File: src/rtl/i2c_byte_master_pkg.sv
// Shared constants for the single-byte I2C master: state encoding and default divider.
package i2c_byte_master_pkg;

    // 50 MHz clk / (4 * 125) = 100 kHz SCL
    localparam int unsigned CLK_DIV_DEFAULT = 125;

    typedef enum logic [3:0] {
        ST_IDLE     = 4'd0,
        ST_START    = 4'd1,
        ST_ADDR     = 4'd2,
        ST_ADDR_ACK = 4'd3,
        ST_WDATA    = 4'd4,
        ST_WACK     = 4'd5,
        ST_RDATA    = 4'd6,
        ST_MACK     = 4'd7,
        ST_STOP     = 4'd8
    } state_e;

endpackage

File: src/rtl/i2c_phase_gen.sv
// Quarter-period timer for the I2C master: a down-counter that reloads at
// terminal count, plus a 2-bit phase (Q0..Q3) that advances on every terminal count.
module i2c_phase_gen
    import i2c_byte_master_pkg::*;
#(
    parameter int unsigned CLK_DIV = CLK_DIV_DEFAULT
) (
    input  logic       clk,
    input  logic       rst,
    input  logic       clear,
    output logic       tick,
    output logic [1:0] phase
);

    localparam logic [9:0] CNT_LOAD = 10'(CLK_DIV - 1);

    logic [9:0] cnt_q, cnt_d;
    logic [1:0] phase_q, phase_d;

    // Next count: reload and step the phase at terminal count, otherwise count down.
    always_comb begin
        cnt_d   = cnt_q - 10'd1;
        phase_d = phase_q;
        if (cnt_q == 10'd0) begin
            cnt_d   = CNT_LOAD;
            phase_d = phase_q + 2'd1;
        end
    end

    // Counter registers; held at the start of Q0 while the master is idle.
    always_ff @(posedge clk) begin
        if (rst || clear) begin
            cnt_q   <= CNT_LOAD;
            phase_q <= 2'd0;
        end else begin
            cnt_q   <= cnt_d;
            phase_q <= phase_d;
        end
    end

    assign tick  = (cnt_q == 10'd0);
    assign phase = phase_q;

endmodule

File: src/rtl/i2c_byte_master.sv
// Single-byte I2C master: START, address+rw, one data byte written or read, STOP.
//
// state    | meaning
// ---------+-------------------------------------------------------------
// IDLE     | bus released (scl=1, sda released), waiting for init
// START    | scl high, SDA pulled low halfway through -> start condition
// ADDR     | shift out slave address (7 bits) then rw, MSB first
// ADDR_ACK | release SDA, sample slave ACK; NACK sets ack_err and stops
// WDATA    | shift out the write byte, MSB first
// WACK     | release SDA, sample slave ACK for the data byte
// RDATA    | release SDA, shift in 8 bits from the slave, MSB first
// MACK     | master NACKs the single read byte, then data_out updates
// STOP     | SDA low while scl rises, released in Q3 -> stop condition
module i2c_byte_master
    import i2c_byte_master_pkg::*;
#(
    parameter int unsigned CLK_DIV = CLK_DIV_DEFAULT
) (
    input  logic       clk,
    input  logic       rst,
    input  logic       init,
    input  logic       rw,
    input  logic [6:0] slave_addr,
    input  logic [7:0] data,
    output logic [7:0] data_out,
    output logic       busy,
    output logic       done,
    output logic       ack_err,
    output logic       scl,
    output logic       sda_oe,
    input  logic       sda_in
);

    state_e     state_q, state_d;
    logic [2:0] bit_cnt_q, bit_cnt_d;
    logic [7:0] shift_q, shift_d;
    logic [7:0] wdata_q, wdata_d;
    logic [7:0] data_out_q, data_out_d;
    logic       rw_q, rw_d;
    logic       ack_err_q, ack_err_d;
    logic       done_q, done_d;

    logic       tick;
    logic [1:0] phase;
    logic       sample;
    logic       slot_end;

    i2c_phase_gen #(.CLK_DIV(CLK_DIV)) u_phase_gen (
        .clk   (clk),
        .rst   (rst),
        .clear (state_q == ST_IDLE),
        .tick  (tick),
        .phase (phase)
    );

    // SDA is sampled on the last cycle of Q2; states advance on the last cycle of Q3.
    assign sample   = tick && (phase == 2'd2);
    assign slot_end = tick && (phase == 2'd3);

    // Next-state and datapath updates for the transaction sequencer.
    always_comb begin
        state_d    = state_q;
        bit_cnt_d  = bit_cnt_q;
        shift_d    = shift_q;
        wdata_d    = wdata_q;
        data_out_d = data_out_q;
        rw_d       = rw_q;
        ack_err_d  = ack_err_q;
        done_d     = 1'b0;

        unique case (state_q)
            ST_IDLE: begin
                if (init) begin
                    state_d   = ST_START;
                    rw_d      = rw;
                    wdata_d   = data;
                    shift_d   = {slave_addr, rw};
                    bit_cnt_d = 3'd7;
                    ack_err_d = 1'b0;
                end
            end
            ST_START: begin
                if (slot_end) state_d = ST_ADDR;
            end
            ST_ADDR, ST_WDATA: begin
                if (slot_end) begin
                    shift_d = {shift_q[6:0], 1'b0};
                    if (bit_cnt_q == 3'd0) begin
                        state_d = (state_q == ST_ADDR) ? ST_ADDR_ACK : ST_WACK;
                    end else begin
                        bit_cnt_d = bit_cnt_q - 3'd1;
                    end
                end
            end
            ST_ADDR_ACK: begin
                if (sample && sda_in) ack_err_d = 1'b1;
                if (slot_end) begin
                    bit_cnt_d = 3'd7;
                    shift_d   = wdata_q;
                    if (ack_err_q)  state_d = ST_STOP;
                    else if (rw_q)  state_d = ST_RDATA;
                    else            state_d = ST_WDATA;
                end
            end
            ST_WACK: begin
                if (sample && sda_in) ack_err_d = 1'b1;
                if (slot_end) state_d = ST_STOP;
            end
            ST_RDATA: begin
                if (sample) shift_d = {shift_q[6:0], sda_in};
                if (slot_end) begin
                    if (bit_cnt_q == 3'd0) state_d = ST_MACK;
                    else                   bit_cnt_d = bit_cnt_q - 3'd1;
                end
            end
            ST_MACK: begin
                if (slot_end) begin
                    data_out_d = shift_q;
                    state_d    = ST_STOP;
                end
            end
            ST_STOP: begin
                if (slot_end) begin
                    state_d = ST_IDLE;
                    done_d  = 1'b1;
                end
            end
            default: state_d = ST_IDLE;
        endcase
    end

    // State and datapath registers; reset aborts any transaction without a STOP.
    always_ff @(posedge clk) begin
        if (rst) begin
            state_q    <= ST_IDLE;
            bit_cnt_q  <= 3'd0;
            shift_q    <= 8'h00;
            wdata_q    <= 8'h00;
            data_out_q <= 8'h00;
            rw_q       <= 1'b0;
            ack_err_q  <= 1'b0;
            done_q     <= 1'b0;
        end else begin
            state_q    <= state_d;
            bit_cnt_q  <= bit_cnt_d;
            shift_q    <= shift_d;
            wdata_q    <= wdata_d;
            data_out_q <= data_out_d;
            rw_q       <= rw_d;
            ack_err_q  <= ack_err_d;
            done_q     <= done_d;
        end
    end

    // Pin decode from state and quarter; data bits only move at Q0 via shift_q.
    always_comb begin
        scl    = 1'b1;
        sda_oe = 1'b0;
        unique case (state_q)
            ST_IDLE:           begin scl = 1'b1;     sda_oe = 1'b0;          end
            ST_START:          begin scl = 1'b1;     sda_oe = phase[1];      end
            ST_ADDR, ST_WDATA: begin scl = phase[1]; sda_oe = ~shift_q[7];   end
            ST_STOP:           begin scl = phase[1]; sda_oe = (phase != 2'd3); end
            default:           begin scl = phase[1]; sda_oe = 1'b0;          end
        endcase
    end

    assign busy     = (state_q != ST_IDLE);
    assign done     = done_q;
    assign ack_err  = ack_err_q;
    assign data_out = data_out_q;

endmodule

File: config.mk
export PLATFORM = sky130hd
export DESIGN_NAME = i2c_byte_master
export DESIGN_NICKNAME = d
export VERILOG_FILES = /design/src/rtl/i2c_byte_master_pkg.sv /design/src/rtl/i2c_phase_gen.sv /design/src/rtl/i2c_byte_master.sv
export SDC_FILE = /design/constraint.sdc
export NUM_CORES = 1
export LEC_CHECK = 0
export CAP_MARGIN = 0
export CORE_ASPECT_RATIO = 1.5
export CORE_MARGIN = 5
export CORE_UTILIZATION = 30
export CTS_BUF_LIST = sky130_fd_sc_hd__clkbuf_16
export DETAILED_ROUTE_END_ITERATION = 6
export DONT_BUFFER_PORTS = 1
export PLACE_DENSITY_LB_ADDON = 0.1
export SLEW_MARGIN = 20
export SYNTH_ARGS = -nofsm -noshare
export SYNTH_HDL_FRONTEND = slang
export SYNTH_SLANG_ARGS = --single-unit
File: constraint.sdc
create_clock -name clk -period 2.1 [get_ports clk]
set_input_delay 0.42 -clock clk [delete_from_list [all_inputs] [get_ports clk]]
set_output_delay 0.42 -clock clk [all_outputs]
set_load 0.02 [all_outputs]
==> key figures, run 1 <==
Critical path
  – Worst path max stage delay: 0.41 ns
  – Worst reg2reg path endpoint: state_q[0]$_SDFFE_PP0P_
  – Worst R2R Path Depth: 8
  – CP Class: reg -> out
  – CP arrival: 1.56 ns
  – Crit path max fanout: 9
  – Crit path from: state_q[1]$_SDFFE_PP0P_
  – Critical Path Slowest Stage Cell: or2_2
  – Critical path launch point type: flip-flop
  – R2r startpoint: u_phase_gen.cnt_q[0]$_SDFF_PP0_
  – Critical Path RT: 1.68 ns
  – Crit. End Element: output pin
  – R2R Setup Slk: 0.14 ns
  – Buf+Inv Stages, Crit Path: 2
  – Top Family by Delay on Critical Path: simple AND/OR/NAND/NOR gates
  – Critical path cell sequence: or2_2 -> nor2_4 -> inv_1 -> buf_4

Power
  – Power, Total: 3.06 mW
  – Switching share of power: 37.1%
  – IR drop worst, VDD: 0.523 mV
  – Seq pwr share: 38.8%
  – Clock share of power: 25.6%
  – Combinational Power Share: 35.6%
  – Power density over cell area: 1180 mW/mm^2
  – Leakage: 1.01 nW
  – Net switching power: 1.14 mW
  – Internal power: 1.92 mW

Status
  – Status: finished clean

GRT
  – Grt ovf: 0
  – Aggregate global-route resource usage: 13.3%
  – Vias in the first global route: 1800
  – Largest net degree at the start of global routing: 40
  – Global-route wire length before repair: 9560 um
  – Initial antenna violation count: 0

Placement
  – Final Wtd Congestion: 0.770
  – Post-DP HPWL: 4350 um
  – Area post-placement: 0.00242 sq mm
  – Number of port buffers: 0

STA
  – Slew Limit Fails: 0
  – Fin crit period: 1.98 ns
  – Worst-margin pin slew: 0.511 ns
  – Final hold slack: 0.198 ns
  – Relative max-transition margin: 65.9%
  – Fin. Hold Viols: 0
  – Finish-stage setup viols: 0
  – Period utilization: 94.2%
  – Fmax achieved: 506 MHz
  – Clk_skew: 0.00285 ns
  – Setup TNS: 0 ns

Synth
  – Syn avg cell area: 8.96 sq um
  – Post-synthesis register bit count: 46
  – Distinct cell type count after synthesis: 54
  – Synthesized area: 0.00224 sq mm
  – Post-synth ARST share: 0%
  – Register area share after synthesis: 41.1%
  – Synth Instances: 250
  – EDFF count, synth: 0
  – Primary FF master, synth: dfxtp_1
  – Yosys warning total: 0
  – Syn nets: 275

Finish
  – Final nets: 283
  – Most frequent cells in the layout: dfxtp_1, nor2_1, a21oi_1
  – Commonest non-fill, non-tap cell in the layout: dfxtp_1
  – Final core utilization: 35.7%
  – Synthesis-to-finish area growth: 15.7%
  – Ant. Diodes: 0
  – Finished Cell Area: 0.00259 sq mm
  – Fraction of layout cells with a size suffix above 1: 17.8%

Clock network
  – H-tree lvl count: 2
  – Reg clk slew, reported paths: 0.06 ns
  – Clk root buf: clkbuf_16
  – Clk sinks: 46
  – CTS tree: yes
  – Cts bufs inserted: 5
  – Clock latency at the later pin of the worst-skew pair: 0.29 ns
  – Max clock buf depth: 2

Hold path
  – Hold Path Class: in -> reg
  – Worst Hold Endpoint: state_q[1]$_SDFFE_PP0P_
  – Hold path startpoint: rst
  – Cells on Worst Hold Path: 1

Detailed routing
  – Drt drc: 0
  – Routed Antenna Nets: 0
  – Initial DRC count: 94
  – DR vias: 1790
  – Post-DR vias/cell: 4.99
  – WL final: 5910 um
  – Drt first pass iters: 4
  – WL per Instance: 16.5 um

Floorplan
  – Die W: 80.6 um
  – Initial Util: 30.8%
  – Rows: 38
  – Die H: 116 um
  – Core Box Area: 0.00727 sq mm
  – Die area: 0.00933 sq mm
  – IO Count: 33

Flow run
  – Max-cap check violation count: 0
## how the worst max path moves through the flow
stage                                    to  cells after the start  slack [ns]
floorplan           shift_q[5]$_SDFFE_PP0P_                      9        0.05
global placement    shift_q[7]$_SDFFE_PP0P_                      5        0.09
detailed placement  shift_q[7]$_SDFFE_PP0P_                      5        0.08
CTS                                  sda_oe                      3        0.05
global route        state_q[2]$_SDFFE_PP0P_                      8       -0.02
finish                                 busy                      4        0.12
## Yosys cell counts, types with 4 or more instances
library cell / instances / area, sq um
mux2i_1: 10 / 100
buf_2: 4 / 20.0
a22o_1: 9 / 78.8
nand2_1: 19 / 71.3
o41ai_1: 6 / 52.6
clkbuf_1: 10 / 37.5
xnor2_1: 7 / 61.3
a21oi_1: 22 / 110
nor2_1: 26 / 97.6
ha_1: 5 / 62.6
nor3_1: 5 / 25.0
dfxtp_1: 46 / 921
nand3_1: 13 / 65.1
o211ai_1: 8 / 60.1
inv_1: 8 / 30.0
## registers in the layout, indices dropped and copies added, names as in the netlist
register and flops:
ack_err 1, bit_cnt_q 3, data_out 8, done 1
rw_q 1, shift_q 8, state_q 4, u_phase_gen.cnt_q 10
u_phase_gen.phase 2, wdata_q 8
## logic make-up (layout without fill, tap and decap cells)
kind of cell / count (synthesis) / after routing / share of synthesized area (%)
adder cells (fa/ha/maj): 5 / 5 / 2.79
buffers and inverters: 27 / 36 / 5.58
flip-flops: 46 / 46 / 41.1
AO/OA/AOI/OAI: 63 / 63 / 21.1
XOR/XNOR: 9 / 9 / 3.52
AND/OR/NAND/NOR: 90 / 90 / 21.4
multiplexers: 10 / 10 / 4.47
## layer usage
metal / wire length [um] / global-route usage [%]
met1: 2400 / 14.9
met2: 3170 / 23.7
met3: 268 / 3.81
met4: 70 / 5.07
met5: 0 / 0
## area by class of cell
type,count,area (sq um)
clock buffer,5,125
inverter,9,33.8
tap,100,125
multi-input combinational,177,1230
fill,767,4680
sequential,46,921
clock inverter,3,17.5
timing repair buffer,19,143
## timing repair
item                                    CTS  global route
gates resized for setup                   0             6
buffers inserted                          0             1
endpoints found under the setup margin    0            13
hold buffers                              0             0
## power by group through the flow
stage	clock [mW]	combinational [mW]	sequential, mW
4_1_cts	0.813	1.07	1.18
2_1_floorplan	0	0.848	1.13
6_report	0.783	1.09	1.19
3_3_place_gp	0	1.07	1.20
3_5_place_dp	0	1.07	1.20
5_1_grt	0.844	1.21	1.20
## per-stage QoR
step	instances	setup WS (ns)
after global placement	350	0.0872
after detailed placement	350	0.0816
after global routing	359	-0.0164
final	359	0.122
after CTS	358	0.0459
after floorplan	250	0.0528
No activity file was read; power rests on OpenSTA's default activity.
==> inputs of run 2 (changes only) <==
- CORE_MARGIN: 5 -> 2
- CTS_CLUSTER_SIZE: default -> 10
==> key figures, run 2 (synthesis gave the netlist of run 1 again) <==
Status
  – Status: finished clean

GRT
  – Initial antenna violation count: 0
  – Largest net degree at the start of global routing: 40
  – Aggregate global-route resource usage: 14.6%
  – Global-route wire length before repair: 9170 um
  – Vias in the first global route: 1823
  – Grt ovf: 0

Critical path
  – R2r startpoint: u_phase_gen.cnt_q[0]$_SDFF_PP0_
  – Critical Path RT: 1.68 ns
  – CP Class: reg -> out
  – Worst reg2reg path endpoint: state_q[0]$_SDFFE_PP0P_
  – Critical path launch point type: flip-flop
  – Crit path max fanout: 10
  – CP arrival: 1.61 ns
  – Crit. End Element: output pin
  – R2R Setup Slk: 0.11 ns
  – Worst R2R Path Depth: 8

Detailed routing
  – Post-DR vias/cell: 5.10
  – Routed Antenna Nets: 0
  – Drt drc: 0
  – WL per Instance: 16.1 um
  – WL met2: 2930 um
  – Highest metal used: met4
  – DR vias: 1825
  – Initial DRC count: 69
  – Routed wl met3: 255 um
  – Met1 Routed Length: 2360 um
  – Drt first pass iters: 4
  – WL final: 5750 um

Clock network
  – Clk sinks: 46
  – Hold_buf cts: 0
  – H-tree lvl count: 2
  – Cts bufs inserted: 5
  – CTS tree: yes
  – Clock latency at the later pin of the worst-skew pair: 0.29 ns
  – Max clock buf depth: 2
  – Clk root buf: clkbuf_16
  – Reg clk slew, reported paths: 0.06 ns
  – Post-CTS setup buffer count: 0

STA
  – Relative max-transition margin: 63.4%
  – Setup TNS: 0 ns
  – RSZ-0062 raised after global routing: no
  – Worst-margin pin slew: 0.548 ns
  – Fin crit period: 2.03 ns
  – Slew Limit Fails: 0
  – Fmax achieved: 493 MHz
  – Fin. Hold Viols: 0
  – Clk_skew: 0.00649 ns
  – Finish-stage setup viols: 0
  – Period utilization: 96.5%

Power
  – Leakage: 0.997 nW
  – Power density over cell area: 1190 mW/mm^2
  – IR drop worst, VDD: 0.572 mV

Floorplan
  – Rows: 38
  – Die area: 0.00819 sq mm
  – IO Count: 33
  – Die H: 110 um
  – Die W: 74.6 um
  – Initial Util: 31.0%
  – Core Box Area: 0.00723 sq mm

Placement
  – Final Wtd Congestion: 0.800
  – Number of port buffers: 0
  – Post-DP HPWL: 4230 um
  – Area post-placement: 0.00242 sq mm

Hold path
  – Worst Hold Endpoint: state_q[3]$_SDFFE_PP0P_
  – Cells on Worst Hold Path: 1
  – Hold Path Class: in -> reg
  – Hold path startpoint: rst

Finish
  – Ant. Diodes: 0
  – Most frequent cells in the layout: dfxtp_1, nor2_1, a21oi_1
  – Commonest non-fill, non-tap cell in the layout: dfxtp_1
  – Fraction of layout cells with a size suffix above 1: 17.4%
  – Final nets: 282
  – Synthesis-to-finish area growth: 16.1%
  – Fillers: 805
  – Finished Cell Area: 0.00260 sq mm
  – Most flops, register: u_phase_gen.cnt_q
  – Largest register FFs: 10

Flow run
  – Max-cap check violation count: 0
==> run 2: critical path, cell delays in order (launching register included) <==
cell and delay (ns):
dfxtp_1 0.41, or2_2 0.39, o32ai_2 0.33, buf_4 0.20
==> run 2: worst max path at each step <==
stage                                    startpoint  slack [ns]                 endpoint  cells past startpoint
floorplan           u_phase_gen.cnt_q[0]$_SDFF_PP0_        0.05  shift_q[5]$_SDFFE_PP0P_                      9
global placement            state_q[3]$_SDFFE_PP0P_        0.03  state_q[0]$_SDFFE_PP0P_                      6
detailed placement  u_phase_gen.cnt_q[0]$_SDFF_PP0_        0.03  state_q[0]$_SDFFE_PP0P_                      8
CTS                         state_q[3]$_SDFFE_PP0P_        0.02                   sda_oe                      3
global route        u_phase_gen.cnt_q[0]$_SDFF_PP0_       0.009  shift_q[7]$_SDFFE_PP0P_                      8
finish                      state_q[0]$_SDFFE_PP0P_        0.07                   sda_oe                      3
==> run 2: through the flow <==
step | utilization [%] | hold WS (ns) | total power, mW | worst slack (ns) | instances
6_report | 36.0 | 0.198 | 3.10 | 0.0734 | 358
5_1_grt | 36.0 | 0.187 | 3.31 | 0.00931 | 358
4_1_cts | 35.6 | 0.192 | 3.10 | 0.0185 | 358
3_5_place_dp | 33.4 | 0.436 | 2.26 | 0.0326 | 350
3_3_place_gp | 33.4 | 0.424 | 2.26 | 0.0315 | 350
2_1_floorplan | - | 0.413 | 1.97 | 0.0528 | 250
==> run 2: layer usage <==
metal / track usage (%) / vias to the layer above
li1: - / 910
met1: 16.5 / 865
met2: 25.0 / 37
met3: 3.94 / 13
met4: 7.27 / 0
met5: 0 / -
==> run 2: layout make-up <==
cell class | instances | area (sq um) | share of cell area (%)
clock buffers | 5 | 125 | 4.81
clock inverters | 3 | 23.8 | 0.913
inverters | 9 | 33.8 | 1.30
multi-input cells | 177 | 1240 | 47.5
flip-flops and latches | 46 | 922 | 35.4
well taps | 100 | 125 | 4.81
repair buffers | 18 | 135 | 5.19
==> run 2: repair_timing <==
action,in CTS,in global routing
pin swaps,0,2
gates resized for setup,1,6
setup endpoints to repair,1,15
==> run 2: where the power goes <==
part	switching [mW]	total [mW]	internal (mW)
combinational	0.653	1.12	0.463
clock	0.365	0.811	0.446
sequential	0.148	1.18	1.03
total	1.17	3.10	1.94
